$ cat src/rtl/mips_mc_control.sv
`default_nettype none
// +--------------------------------------------------------------------------+
// | mips_mc_control : multicycle MIPS main controller (FSM + memory-wait      |
// |                   watchdog). Optional BNE_SUPPORT_EN adds bne decoding.   |
// | Revision 1.0                                                              |
// +--------------------------------------------------------------------------+
module mips_mc_control #(
  parameter int FETCH_WAIT_MAX = 8
) (
  input  logic       clk,
  input  logic       rst_n,
  input  logic [5:0] opcode,
  input  logic [5:0] funct,
  input  logic       zero,
  input  logic       mem_ready,
  output logic [7:0] alu_in,
  output logic       pc_en,
  output logic       iord,
  output logic       mem_write,
  output logic       ir_write,
  output logic       reg_dst,
  output logic       mem_to_reg,
  output logic       reg_write,
  output logic       alu_src_a,
  output logic [1:0] alu_src_b,
  output logic       imm_zext,
  output logic [1:0] pc_src,
  output logic       illegal_op,
  output logic       mem_timeout,
  output logic [3:0] state_dbg
);

  typedef enum logic [3:0] {
    S_FETCH   = 4'd0,
    S_DECODE  = 4'd1,
    S_MEMADR  = 4'd2,
    S_MEMRD   = 4'd3,
    S_MEMWB   = 4'd4,
    S_MEMWR   = 4'd5,
    S_EXECUTE = 4'd6,
    S_ALUWB   = 4'd7,
    S_BRANCH  = 4'd8,
    S_ADDIEX  = 4'd9,
    S_IMMWB   = 4'd10,
    S_ORIEX   = 4'd11,
    S_JUMP    = 4'd12
  } state_t;

  localparam logic [5:0] OP_RTYPE = 6'b000000;
  localparam logic [5:0] OP_LW    = 6'b100011;
  localparam logic [5:0] OP_SW    = 6'b101011;
  localparam logic [5:0] OP_BEQ   = 6'b000100;
  localparam logic [5:0] OP_BNE   = 6'b000101;
  localparam logic [5:0] OP_ADDI  = 6'b001000;
  localparam logic [5:0] OP_ORI   = 6'b001101;
  localparam logic [5:0] OP_J     = 6'b000010;

  localparam int              CNT_W    = (FETCH_WAIT_MAX < 1) ? 1 : $clog2(FETCH_WAIT_MAX + 1);
  localparam logic [CNT_W-1:0] WAIT_MAX = CNT_W'(FETCH_WAIT_MAX);

  state_t           state_q, state_d, state_eff;
  logic [CNT_W-1:0] wait_cnt_q, wait_cnt_d;
  logic [1:0]       aluop;
  logic             in_wait, stall, timeout;

  always_ff @(posedge clk) begin
    if (!rst_n) begin
      state_q    <= S_FETCH;
      wait_cnt_q <= '0;
    end else begin
      state_q    <= state_d;
      wait_cnt_q <= wait_cnt_d;
    end
  end

  // While in reset, outputs decode as FETCH; enables are squashed below.
  always_comb begin
    state_eff = rst_n ? state_q : S_FETCH;
    in_wait   = rst_n && (state_q == S_FETCH || state_q == S_MEMRD || state_q == S_MEMWR);
    stall     = in_wait && !mem_ready;
    timeout   = (FETCH_WAIT_MAX != 0) && in_wait && (wait_cnt_q == WAIT_MAX);
    wait_cnt_d = (stall && !timeout) ? wait_cnt_q + CNT_W'(1) : '0;
  end

  always_comb begin
    state_d    = S_FETCH;
    aluop      = 2'b00;
    pc_en      = 1'b0;
    iord       = 1'b0;
    mem_write  = 1'b0;
    ir_write   = 1'b0;
    reg_dst    = 1'b0;
    mem_to_reg = 1'b0;
    reg_write  = 1'b0;
    alu_src_a  = 1'b0;
    alu_src_b  = 2'b00;
    imm_zext   = 1'b0;
    pc_src     = 2'b00;
    illegal_op = 1'b0;

    case (state_eff)
      S_FETCH: begin
        alu_src_b = 2'b01;
        ir_write  = mem_ready;
        pc_en     = mem_ready;
        state_d   = mem_ready ? S_DECODE : S_FETCH;
      end
      S_DECODE: begin
        alu_src_b = 2'b11;
        case (opcode)
          OP_LW, OP_SW: state_d = S_MEMADR;
          OP_RTYPE:     state_d = S_EXECUTE;
          OP_BEQ:       state_d = S_BRANCH;
`ifdef BNE_SUPPORT_EN
          OP_BNE:       state_d = S_BRANCH;
`endif
          OP_ADDI:      state_d = S_ADDIEX;
          OP_ORI:       state_d = S_ORIEX;
          OP_J:         state_d = S_JUMP;
          default: begin
            state_d    = S_FETCH;
            illegal_op = 1'b1;
          end
        endcase
      end
      S_MEMADR: begin
        alu_src_a = 1'b1;
        alu_src_b = 2'b10;
        state_d   = (opcode == OP_LW) ? S_MEMRD : S_MEMWR;
      end
      S_MEMRD: begin
        iord    = 1'b1;
        state_d = mem_ready ? S_MEMWB : S_MEMRD;
      end
      S_MEMWB: begin
        mem_to_reg = 1'b1;
        reg_write  = 1'b1;
      end
      S_MEMWR: begin
        iord      = 1'b1;
        mem_write = 1'b1;
        state_d   = mem_ready ? S_FETCH : S_MEMWR;
      end
      S_EXECUTE: begin
        alu_src_a = 1'b1;
        aluop     = 2'b10;
        state_d   = S_ALUWB;
      end
      S_ALUWB: begin
        reg_dst   = 1'b1;
        reg_write = 1'b1;
      end
      S_BRANCH: begin
        alu_src_a = 1'b1;
        aluop     = 2'b01;
        pc_src    = 2'b01;
`ifdef BNE_SUPPORT_EN
        pc_en     = (opcode == OP_BNE) ? ~zero : zero;
`else
        pc_en     = zero;
`endif
      end
      S_ADDIEX: begin
        alu_src_a = 1'b1;
        alu_src_b = 2'b10;
        state_d   = S_IMMWB;
      end
      S_ORIEX: begin
        alu_src_a = 1'b1;
        alu_src_b = 2'b10;
        imm_zext  = 1'b1;
        aluop     = 2'b11;
        state_d   = S_IMMWB;
      end
      S_IMMWB: begin
        reg_write = 1'b1;
      end
      S_JUMP: begin
        pc_src = 2'b10;
        pc_en  = 1'b1;
      end
      default: state_d = S_FETCH;
    endcase

    if (!rst_n) begin
      pc_en      = 1'b0;
      ir_write   = 1'b0;
      mem_write  = 1'b0;
      reg_write  = 1'b0;
      illegal_op = 1'b0;
    end
  end

  assign alu_in      = {aluop, (aluop == 2'b10) ? funct : 6'b000000};
  assign mem_timeout = timeout;
  assign state_dbg   = state_eff;

endmodule
`default_nettype wire

$ cat config.mk
export PLATFORM = sky130hd
export DESIGN_NAME = mips_mc_control
export DESIGN_NICKNAME = d
export VERILOG_FILES = /design/src/rtl/mips_mc_control.sv
export SDC_FILE = /design/constraint.sdc
export NUM_CORES = 1
export LEC_CHECK = 0
export BUFFER_PORTS_ARGS = -buffer_cell sky130_fd_sc_hd__buf_2
export CAP_MARGIN = 15
export CORE_ASPECT_RATIO = 0.9
export CORE_MARGIN = 2
export CORE_UTILIZATION = 45
export DETAILED_ROUTE_END_ITERATION = 7
export PLACE_DENSITY_LB_ADDON = 0.3
export SYNTH_ARGS = -nofsm -noshare
export SYNTH_HDL_FRONTEND = slang
export SYNTH_SLANG_ARGS = --single-unit
export TNS_END_PERCENT = 50
$ cat constraint.sdc
create_clock -name clk -period 1.71 [get_ports clk]
set_clock_uncertainty 0.1 [all_clocks]
set_input_delay 0 -clock clk [delete_from_list [all_inputs] [get_ports clk]]
set_output_delay 0 -clock clk [all_outputs]
set_load 0.02 [all_outputs]
==> run_results.csv, run 1 <==
group,metric,value,unit
run_status,outcome,"finished, final reports clean",
pwr,vdd_ir_drop_max,0.274,mV
floorplan,floorplan.initialDensity,48.2,%
worst_setup_path,r2r_cells,5,
worst_setup_path,path_cells,"buf_4, or2b_4, nor2_2, and2_1, buf_2",
grt,total_overflow_reported_by_the_global_router,0,
timing,max_freq,603,MHz
grt,use_met2,40.0,%
worst_hold_path,worst_hold_path_type,"input port to flip-flop",
grt,first_global_vias,915,
place,pre_cts_slack,0.119,ns
timing,post-route-worst-setup-slack,0.0512,ns
drt,route.detailed.vias_per_inst,5.47,
drt,antenna_left,0,
timing,tns,0,ns
place,place_hpwl,1870,um
logic_synthesis,ys_seq_area_share,17.2,%
floorplan,coreArea,1930,um^2
place,io_buffers,42,
place,placed_area,1140,um^2
cts,clock_insertion_delay_worst_skew,0.25,ns
pwr,power_switching_share,30.6,%
drt,drt-total-wl,2450,um
worst_setup_path,crit_path_end_kind,"output pin",
grt,grt_util_met1,27.0,%
floorplan,die_area,2450,um^2
logic_synthesis,syn-instance-count,124,
timing,rsz0062_at_grt,"no",
logic_synthesis,postSynth.asyncResetShare,0,%
cts,htree_levels,1,
pwr,switching_power,145,uW
timing,tightestPinTransition,0.296,ns
place,dp.cells,187,
logic_synthesis,post-synth-top-area-cell,"sky130_fd_sc_hd__dfxtp_1",
drt,detailedRoute.firstPassIterationCount,4,
final_layout,antennaDiodeCount,0,
grt,grt_use_total,21.8,%
worst_setup_path,timing.critical_path.slowest_stage_cell,"sky130_fd_sc_hd__dfxtp_4",
drt,count_of_routing_violations_after_the_opening_detailed_route_iteration,30,
pwr,power.leakage,0.583,nW
drt,detailroute.via_count,1062,
timing,hold_violations,0,
final_layout,postLayoutCellArea,1220,um^2
timing,finalMaxSlewViolations,0,
worst_hold_path,whs_endpoint,"state_q[0]$_SDFF_PN0_",
pwr,power_frac_seq,41.2,%
floorplan,fp.dieW,51.9,um
grt,grt_pass1_wl,4000,um
worst_setup_path,critPathMaxStageDelay,0.37,ns
timing,post-route-period-util,97.0,%
timing,post-route-min-period,1.66,ns
cts,cts.clk_slew.worst_paths,0.05,ns
worst_setup_path,worst_path_arrival,1.56,ns
logic_synthesis,synth_flop_cell,"sky130_fd_sc_hd__dfxtp_1",
worst_setup_path,classification_of_the_worst_setup_path,"flip-flop to output pin",
logic_synthesis,synth_edf_count,0,
floorplan,fp-row-count,15,
pwr,power.internal,330,uW
final_layout,design.final.nets,189,
pwr,power_density,391,nW/um^2
timing,timing.slew.headroom,80.0,%
worst_setup_path,worst_r2r_startpoint,"state_q[0]$_SDFF_PN0_",
worst_setup_path,required,1.61,ns
timing,whs,0.0187,ns
worst_setup_path,setup.reg_to_reg.worst_slack,0.30,ns
worst_setup_path,r2r-end,"state_q[2]$_SDFF_PN0_",
worst_hold_path,whs_path_depth,3,
grt,busiest_layer,"met2",
floorplan,floorplan.io_pins,43,
worst_setup_path,critical_path_peak_fanout,9,
logic_synthesis,synth.area.top_cells,"sky130_fd_sc_hd__dfxtp_1 17%, sky130_fd_sc_hd__nor3_1 6.5%, sky130_fd_sc_hd__and2_1 6.0%",
grt,grt_met3_use,1.91,%
grt,grt_max_degree,15,
logic_synthesis,synthesis.area_per_instance,7.51,um^2
pwr,clock_power_share,30.2,%
timing,setup_viol,0,
cts,tritoncts.num_buffers,3,
cts,cts_tree,"yes",
cts,postCtsSetupRepairBufs,0,
job,drv_cap,0,
grt,antenna_found_initial,0,
drt,drt-wirelength-per-cell,12.6,um
pwr,share_comb_of_total_power,28.6,%
logic_synthesis,post_synthesis_net_count,142,
final_layout,layoutNonFillerInstCount,194,
logic_synthesis,count_of_warnings_emitted_by_yosys,0,
logic_synthesis,synth_cell_type_count,49,
cts,cts_root_buf,"sky130_fd_sc_hd__clkbuf_4",
worst_hold_path,hold_start,"opcode[1]",
drt,drc,0,
worst_setup_path,critPathLaunchType,"flip-flop",
cts,max-clock-path-buffers,2,
cts,cts_num_sinks,8,
floorplan,die_height,47.2,um
final_layout,drive_above_1_share,39.6,%
logic_synthesis,yosysTopAreaCellShare,17.2,%
logic_synthesis,synth-seq-cells,8,
logic_synthesis,synth_area,931,um^2
final_layout,area_growth_syn_to_layout,30.6,%
place,finalWeightedCongestion,0.848,
power groups by stage:
stage | logic [mW] | registers [mW] | clock network [mW]
final | 0.136 | 0.196 | 0.144
after global routing | 0.151 | 0.197 | 0.159
after CTS | 0.135 | 0.198 | 0.148
after detailed placement | 0.127 | 0.203 | 0
after global placement | 0.123 | 0.202 | 0
after floorplan | 0.0899 | 0.199 | 0
cells by family (layout without fill, tap and decap cells):
logic type	Yosys count	in the layout	synth area share [%]
buffers and inverters	17	62	10.8
DFF	8	8	17.2
AOI/OAI and AO/OA	23	23	17.5
xor gates and xnor gates	5	5	4.70
adders and majority gates	3	3	3.76
muxes	2	2	2.15
and+or+nand+nor	66	66	44.0
critical path, delay by kind of cell, from the launching register on:
kind                   cells  cell delay, ns
buffers and inverters      2            0.32
flip-flops                 1            0.37
AND/OR/NAND/NOR            3            0.61
final cells by class:
cell class / count / area, um^2
well taps: 25 / 31.3
inverters: 9 / 36.3
fillers: 188 / 717
multi-input cells: 99 / 673
repair buffers: 50 / 280
flip-flops and latches: 8 / 173
clock buffers: 3 / 22.5
cell usage after synthesis, types with 2 or more instances:
| cell type | count |
|---|---|
| sky130_fd_sc_hd__o41ai_1 | 2 |
| sky130_fd_sc_hd__inv_1 | 8 |
| sky130_fd_sc_hd__o22ai_1 | 4 |
| sky130_fd_sc_hd__nor2_1 | 10 |
| sky130_fd_sc_hd__nand3b_1 | 2 |
| sky130_fd_sc_hd__nor4_1 | 2 |
| sky130_fd_sc_hd__mux2i_1 | 2 |
| sky130_fd_sc_hd__nand2_1 | 6 |
| sky130_fd_sc_hd__dfxtp_1 | 8 |
| sky130_fd_sc_hd__a21oi_1 | 3 |
| sky130_fd_sc_hd__nand3_1 | 2 |
| sky130_fd_sc_hd__and2_1 | 9 |
| sky130_fd_sc_hd__nor2b_1 | 5 |
| sky130_fd_sc_hd__o21ai_0 | 4 |
| sky130_fd_sc_hd__nor3_2 | 2 |
| sky130_fd_sc_hd__o21a_1 | 2 |
| sky130_fd_sc_hd__nand2b_4 | 2 |
| sky130_fd_sc_hd__buf_2 | 3 |
| sky130_fd_sc_hd__buf_6 | 2 |
| sky130_fd_sc_hd__and3_1 | 2 |
| sky130_fd_sc_hd__ha_1 | 2 |
| sky130_fd_sc_hd__xnor2_1 | 4 |
| sky130_fd_sc_hd__nor3_1 | 12 |
repair_timing:
item,in CTS,in global routing
gates resized for setup,4,4
endpoints found under the hold margin,2,0
setup endpoints to repair,10,9
hold buffers,4,0
stage by stage:
stage / util (%) / power [mW]
2_1_floorplan: - / 0.289
3_3_place_gp: 58.9 / 0.326
3_5_place_dp: 58.9 / 0.330
4_1_cts: 62.5 / 0.481
5_1_grt: 62.9 / 0.507
6_report: 62.9 / 0.475
per-layer routing:
| layer | routed length [um] | share of wire [%] |
|---|---|---|
| met2 | 1220 | 50 |
| met3 | 139 | 5.7 |
| met5 | 0 | 0 |
| met4 | 19 | 0.78 |
| met1 | 1070 | 44 |
registers in the layout, summed over array words and instances (netlist names):
| register | cells |
|---|---|
| state_q | 4 |
| wait_cnt_q | 4 |
how the worst max path moves through the flow:
stage,cells after the start,from,end,slack (ns)
floorplan,5,state_q[2]$_SDFF_PN0_,mem_timeout,0.24
global placement,5,state_q[0]$_SDFF_PN0_,state_q[2]$_SDFF_PN0_,0.19
detailed placement,5,state_q[2]$_SDFF_PN0_,alu_in[0],0.12
CTS,4,state_q[1]$_SDFF_PN0_,alu_in[0],0.04
global route,5,state_q[0]$_SDFF_PN0_,alu_in[0],0.002
finish,5,state_q[0]$_SDFF_PN0_,alu_in[0],0.05
cells in the final DEF (no fill, tap or decap), types with 2 or more instances in the layout:
cell type                       count
sky130_fd_sc_hd__buf_2             42
sky130_fd_sc_hd__nor3_1            12
sky130_fd_sc_hd__nor2_1            10
sky130_fd_sc_hd__and2_1             8
sky130_fd_sc_hd__inv_1              8
sky130_fd_sc_hd__nand2_1            6
sky130_fd_sc_hd__nor2b_1            5
sky130_fd_sc_hd__xnor2_1            4
sky130_fd_sc_hd__o21ai_0            4
sky130_fd_sc_hd__o22ai_1            4
sky130_fd_sc_hd__dlygate4sd3_1      4
sky130_fd_sc_hd__buf_4              4
sky130_fd_sc_hd__dfxtp_1            4
sky130_fd_sc_hd__a21oi_1            3
sky130_fd_sc_hd__clkbuf_4           3
sky130_fd_sc_hd__dfxtp_4            3
sky130_fd_sc_hd__mux2i_1            2
sky130_fd_sc_hd__o21a_1             2
sky130_fd_sc_hd__and3_1             2
sky130_fd_sc_hd__nor3_2             2
sky130_fd_sc_hd__nand3b_1           2
sky130_fd_sc_hd__nand2b_4           2
sky130_fd_sc_hd__nor4_1             2
sky130_fd_sc_hd__o41ai_1            2
sky130_fd_sc_hd__nand3_1            2
sky130_fd_sc_hd__ha_1               2
(Power assumes the default switching activity.)
==> run 2: changes to the inputs <==
ABC_AREA = 1   (was not set)
CAP_MARGIN = 20   (was 15)
CORE_UTILIZATION = 44   (was 45)
CTS_CLUSTER_DIAMETER = 150   (was not set)
==> run 2 against run 1 <==
Count of clock-buffer cells in the layout is the same. Sequential power is essentially flat. Non-clock buffer count shrank 4. Final area shrank 8.6%. Critical endpoint is now pc_en. Highest routed layer is now met3.
==> run_results.csv, run 2 <==
group,metric,value,unit
run_status,outcome,"finished, final reports clean",
logic_synthesis,synth.top_cells.by_count,"27 x sky130_fd_sc_hd__nor2_1, 25 x sky130_fd_sc_hd__inv_1, 20 x sky130_fd_sc_hd__nand2_1, 15 x sky130_fd_sc_hd__nand3_1, 8 x sky130_fd_sc_hd__dfxtp_1",
drt,drc,0,
cts,cts_tree,"yes",
cts,postCtsSetupRepairBufs,0,
timing,finalMaxSlewViolations,0,
worst_setup_path,path_delay_family,"buffers and inverters",
grt,antenna_found_initial,0,
floorplan,floorplan.initialDensity,47.8,%
worst_setup_path,critPathMaxStageDelay,0.53,ns
drt,detailedRoute.firstPassIterationCount,4,
floorplan,fp-row-count,14,
worst_setup_path,critical_path_peak_fanout,8,
cts,clock_insertion_delay_worst_skew,0.25,ns
pwr,clock_power_share,32.0,%
drt,drt-wirelength-per-cell,10.0,um
pwr,share_comb_of_total_power,24.0,%
pwr,total_power,446,uW
final_layout,biggestRegsByFlops,"state_q x4, wait_cnt_q x4",
logic_synthesis,synthesis.area_per_instance,5.93,um^2
worst_hold_path,worst_hold_path_type,"input port to flip-flop",
logic_synthesis,synth_cell_type_count,25,
logic_synthesis,synth.area.top_cells,"sky130_fd_sc_hd__dfxtp_1 20%, sky130_fd_sc_hd__nor2_1 12%, sky130_fd_sc_hd__inv_1 12%",
job,drv_cap,0,
worst_setup_path,timing.critical_path.slowest_stage_cell,"sky130_fd_sc_hd__dlygate4sd3_1",
worst_setup_path,crit_path_end_kind,"output pin",
place,finalWeightedCongestion,0.929,
place,placed_area,1040,um^2
worst_setup_path,classification_of_the_worst_setup_path,"input port to output pin",
worst_setup_path,critical_path.n_buffers_inverters,5,
drt,detailroute.via_count,991,
floorplan,floorplan.io_pins,43,
pwr,power_density,402,nW/um^2
worst_setup_path,worst_path_arrival,1.53,ns
logic_synthesis,syn-instance-count,137,
worst_setup_path,critPathLaunchType,"input port",
final_layout,antennaDiodeCount,0,
place,io_buffers,42,
cts,max-clock-path-buffers,2,
floorplan,coreArea,1700,um^2
worst_setup_path,required,1.61,ns
cts,cts_num_sinks,8,
place,place_hpwl,1710,um
drt,route.detailed.vias_per_inst,4.74,
place,dp.cells,202,
floorplan,die_area,2210,um^2
grt,total_overflow_reported_by_the_global_router,0,
drt,count_of_routing_violations_after_the_opening_detailed_route_iteration,18,
logic_synthesis,synth_area,812,um^2
logic_synthesis,post_synthesis_net_count,155,
final_layout,layoutNonFillerInstCount,209,
final_layout,final_core_util,65.4,%
floorplan,die_height,44.8,um
pwr,power.internal,314,uW
floorplan,fp.dieW,49.3,um
final_layout,mostFrequentLayoutCell,"sky130_fd_sc_hd__buf_2",
worst_setup_path,setup.reg_to_reg.worst_slack,0.37,ns
logic_synthesis,synth_flop_cell,"sky130_fd_sc_hd__dfxtp_1",
drt,antenna_left,0,
final_layout,design.final.nets,205,
timing,hold_violations,0,
grt,grt_max_degree,10,
timing,post-route-period-util,95.1,%
worst_setup_path,path_cells,"dlygate4sd3_1, clkbuf_4, nand2_2, nand2_2, inv_1, nand3_1, nand3_1, nand2_1, inv_1, buf_2",
logic_synthesis,synth_edf_count,0,
timing,max_freq,615,MHz
cts,cts_root_buf,"sky130_fd_sc_hd__clkbuf_4",
final_layout,postLayoutCellArea,1110,um^2
logic_synthesis,post-synth-top-count-cell,"sky130_fd_sc_hd__nor2_1",
logic_synthesis,synth-seq-cells,8,
logic_synthesis,yosysTopAreaCellShare,19.7,%
grt,first_global_vias,839,
final_layout,layout.cells.most_common_list,"41 x sky130_fd_sc_hd__buf_2, 27 x sky130_fd_sc_hd__nor2_1, 25 x sky130_fd_sc_hd__inv_1, 20 x sky130_fd_sc_hd__nand2_1, 15 x sky130_fd_sc_hd__nand3_1",
timing,post-route-min-period,1.63,ns
pwr,switching_power,132,uW
timing,tightestPinTransition,0.306,ns
cts,htree_levels,1,
logic_synthesis,post-synth-top-area-cell,"sky130_fd_sc_hd__dfxtp_1",
cts,cts.clk_slew.worst_paths,0.05,ns
pwr,power.leakage,0.691,nW
final_layout,ff_latch_area,160,um^2
logic_synthesis,count_of_warnings_emitted_by_yosys,0,
timing,setup_viol,0,
cts,tritoncts.num_buffers,3,
logic_synthesis,ys_seq_area_share,19.7,%
timing,timing.slew.headroom,79.6,%
final_layout,multi_input_comb_area,526,um^2
pwr,power_switching_share,29.6,%
timing,rsz0062_at_grt,"yes",
pwr,vdd_ir_drop_max,0.382,mV
final_layout,drive_above_1_share,37.3,%
final_layout,fillCellCount,167,
pwr,power_frac_seq,44.0,%
drt,drt-total-wl,2100,um
logic_synthesis,postSynth.asyncResetShare,0,%
final_layout,area_growth_syn_to_layout,36.8,%
timing,whs,0.00498,ns
grt,grt_pass1_wl,3390,um
grt,grt_use_total,19.5,%
==> run 2: routing by layer <==
metal  track usage, %  vias up  share of wire (%)
met1             25.0      431                 45
met4             3.43        0                  0
met3             5.30        0                8.1
met5                0        -                  0
li1                 -      515                  -
met2             33.5       45                 47
==> run 2: timing repair <==
action,in CTS,in global routing
hold buffers,4,0
endpoints found under the setup margin,0,3
gates resized for setup,0,2
hold endpoints to repair,2,0
==> run 2: layout make-up <==
type | count | share of cell area, %
Multi-Input combinational cell | 96 | 47.3
Timing Repair Buffer | 46 | 22.7
Sequential cell | 8 | 14.4
Inverter | 32 | 10.8
Tap cell | 24 | 2.70
Clock buffer | 3 | 2.03
==> run 2: power by group through the flow <==
stage               Clock (mW)  Sequential [mW]  Combinational, mW
floorplan                    0            0.199             0.0646
global placement             0            0.200             0.0951
detailed placement           0            0.200             0.0981
CTS                      0.146            0.196              0.106
global route             0.156            0.197              0.119
finish                   0.143            0.196              0.107
==> run 2: cell families after synthesis <==
group | synth area share (%)
flops | 19.7
buf+inv | 16.2
xor+xnor | 2.16
compound gates | 6.93
simple gates | 51.9
fa+ha+maj | 3.08
==> run 2: tightest hold or removal path, delay by kind of cell <==
kind,cells,cell delay (ns)
buf+inv,1,0.11
simple gates,3,0.21
==> run 2: path summary, 6_finish.rpt <==
| kind | depth (start not counted) | to | start |
|---|---|---|---|
| worst max-delay path | 10 | pc_en | rst_n |
| worst min-delay path | 4 | state_q[2]$_SDFF_PN0_ | opcode[2] |
| worst max register to register | 7 | state_q[0]$_SDFF_PN0_ | state_q[1]$_SDFF_PN0_ |
| worst min register to register | 1 | wait_cnt_q[0]$_SDFF_PN0_ | wait_cnt_q[0]$_SDFF_PN0_ |
==> run 2: per-stage QoR <==
stage	setup slack, ns	TNS (ns)
6_report	0.0835	0
3_3_place_gp	0.423	0
3_5_place_dp	0.377	0
4_1_cts	0.0652	0
5_1_grt	-0.0414	-0.0467
2_1_floorplan	0.354	0
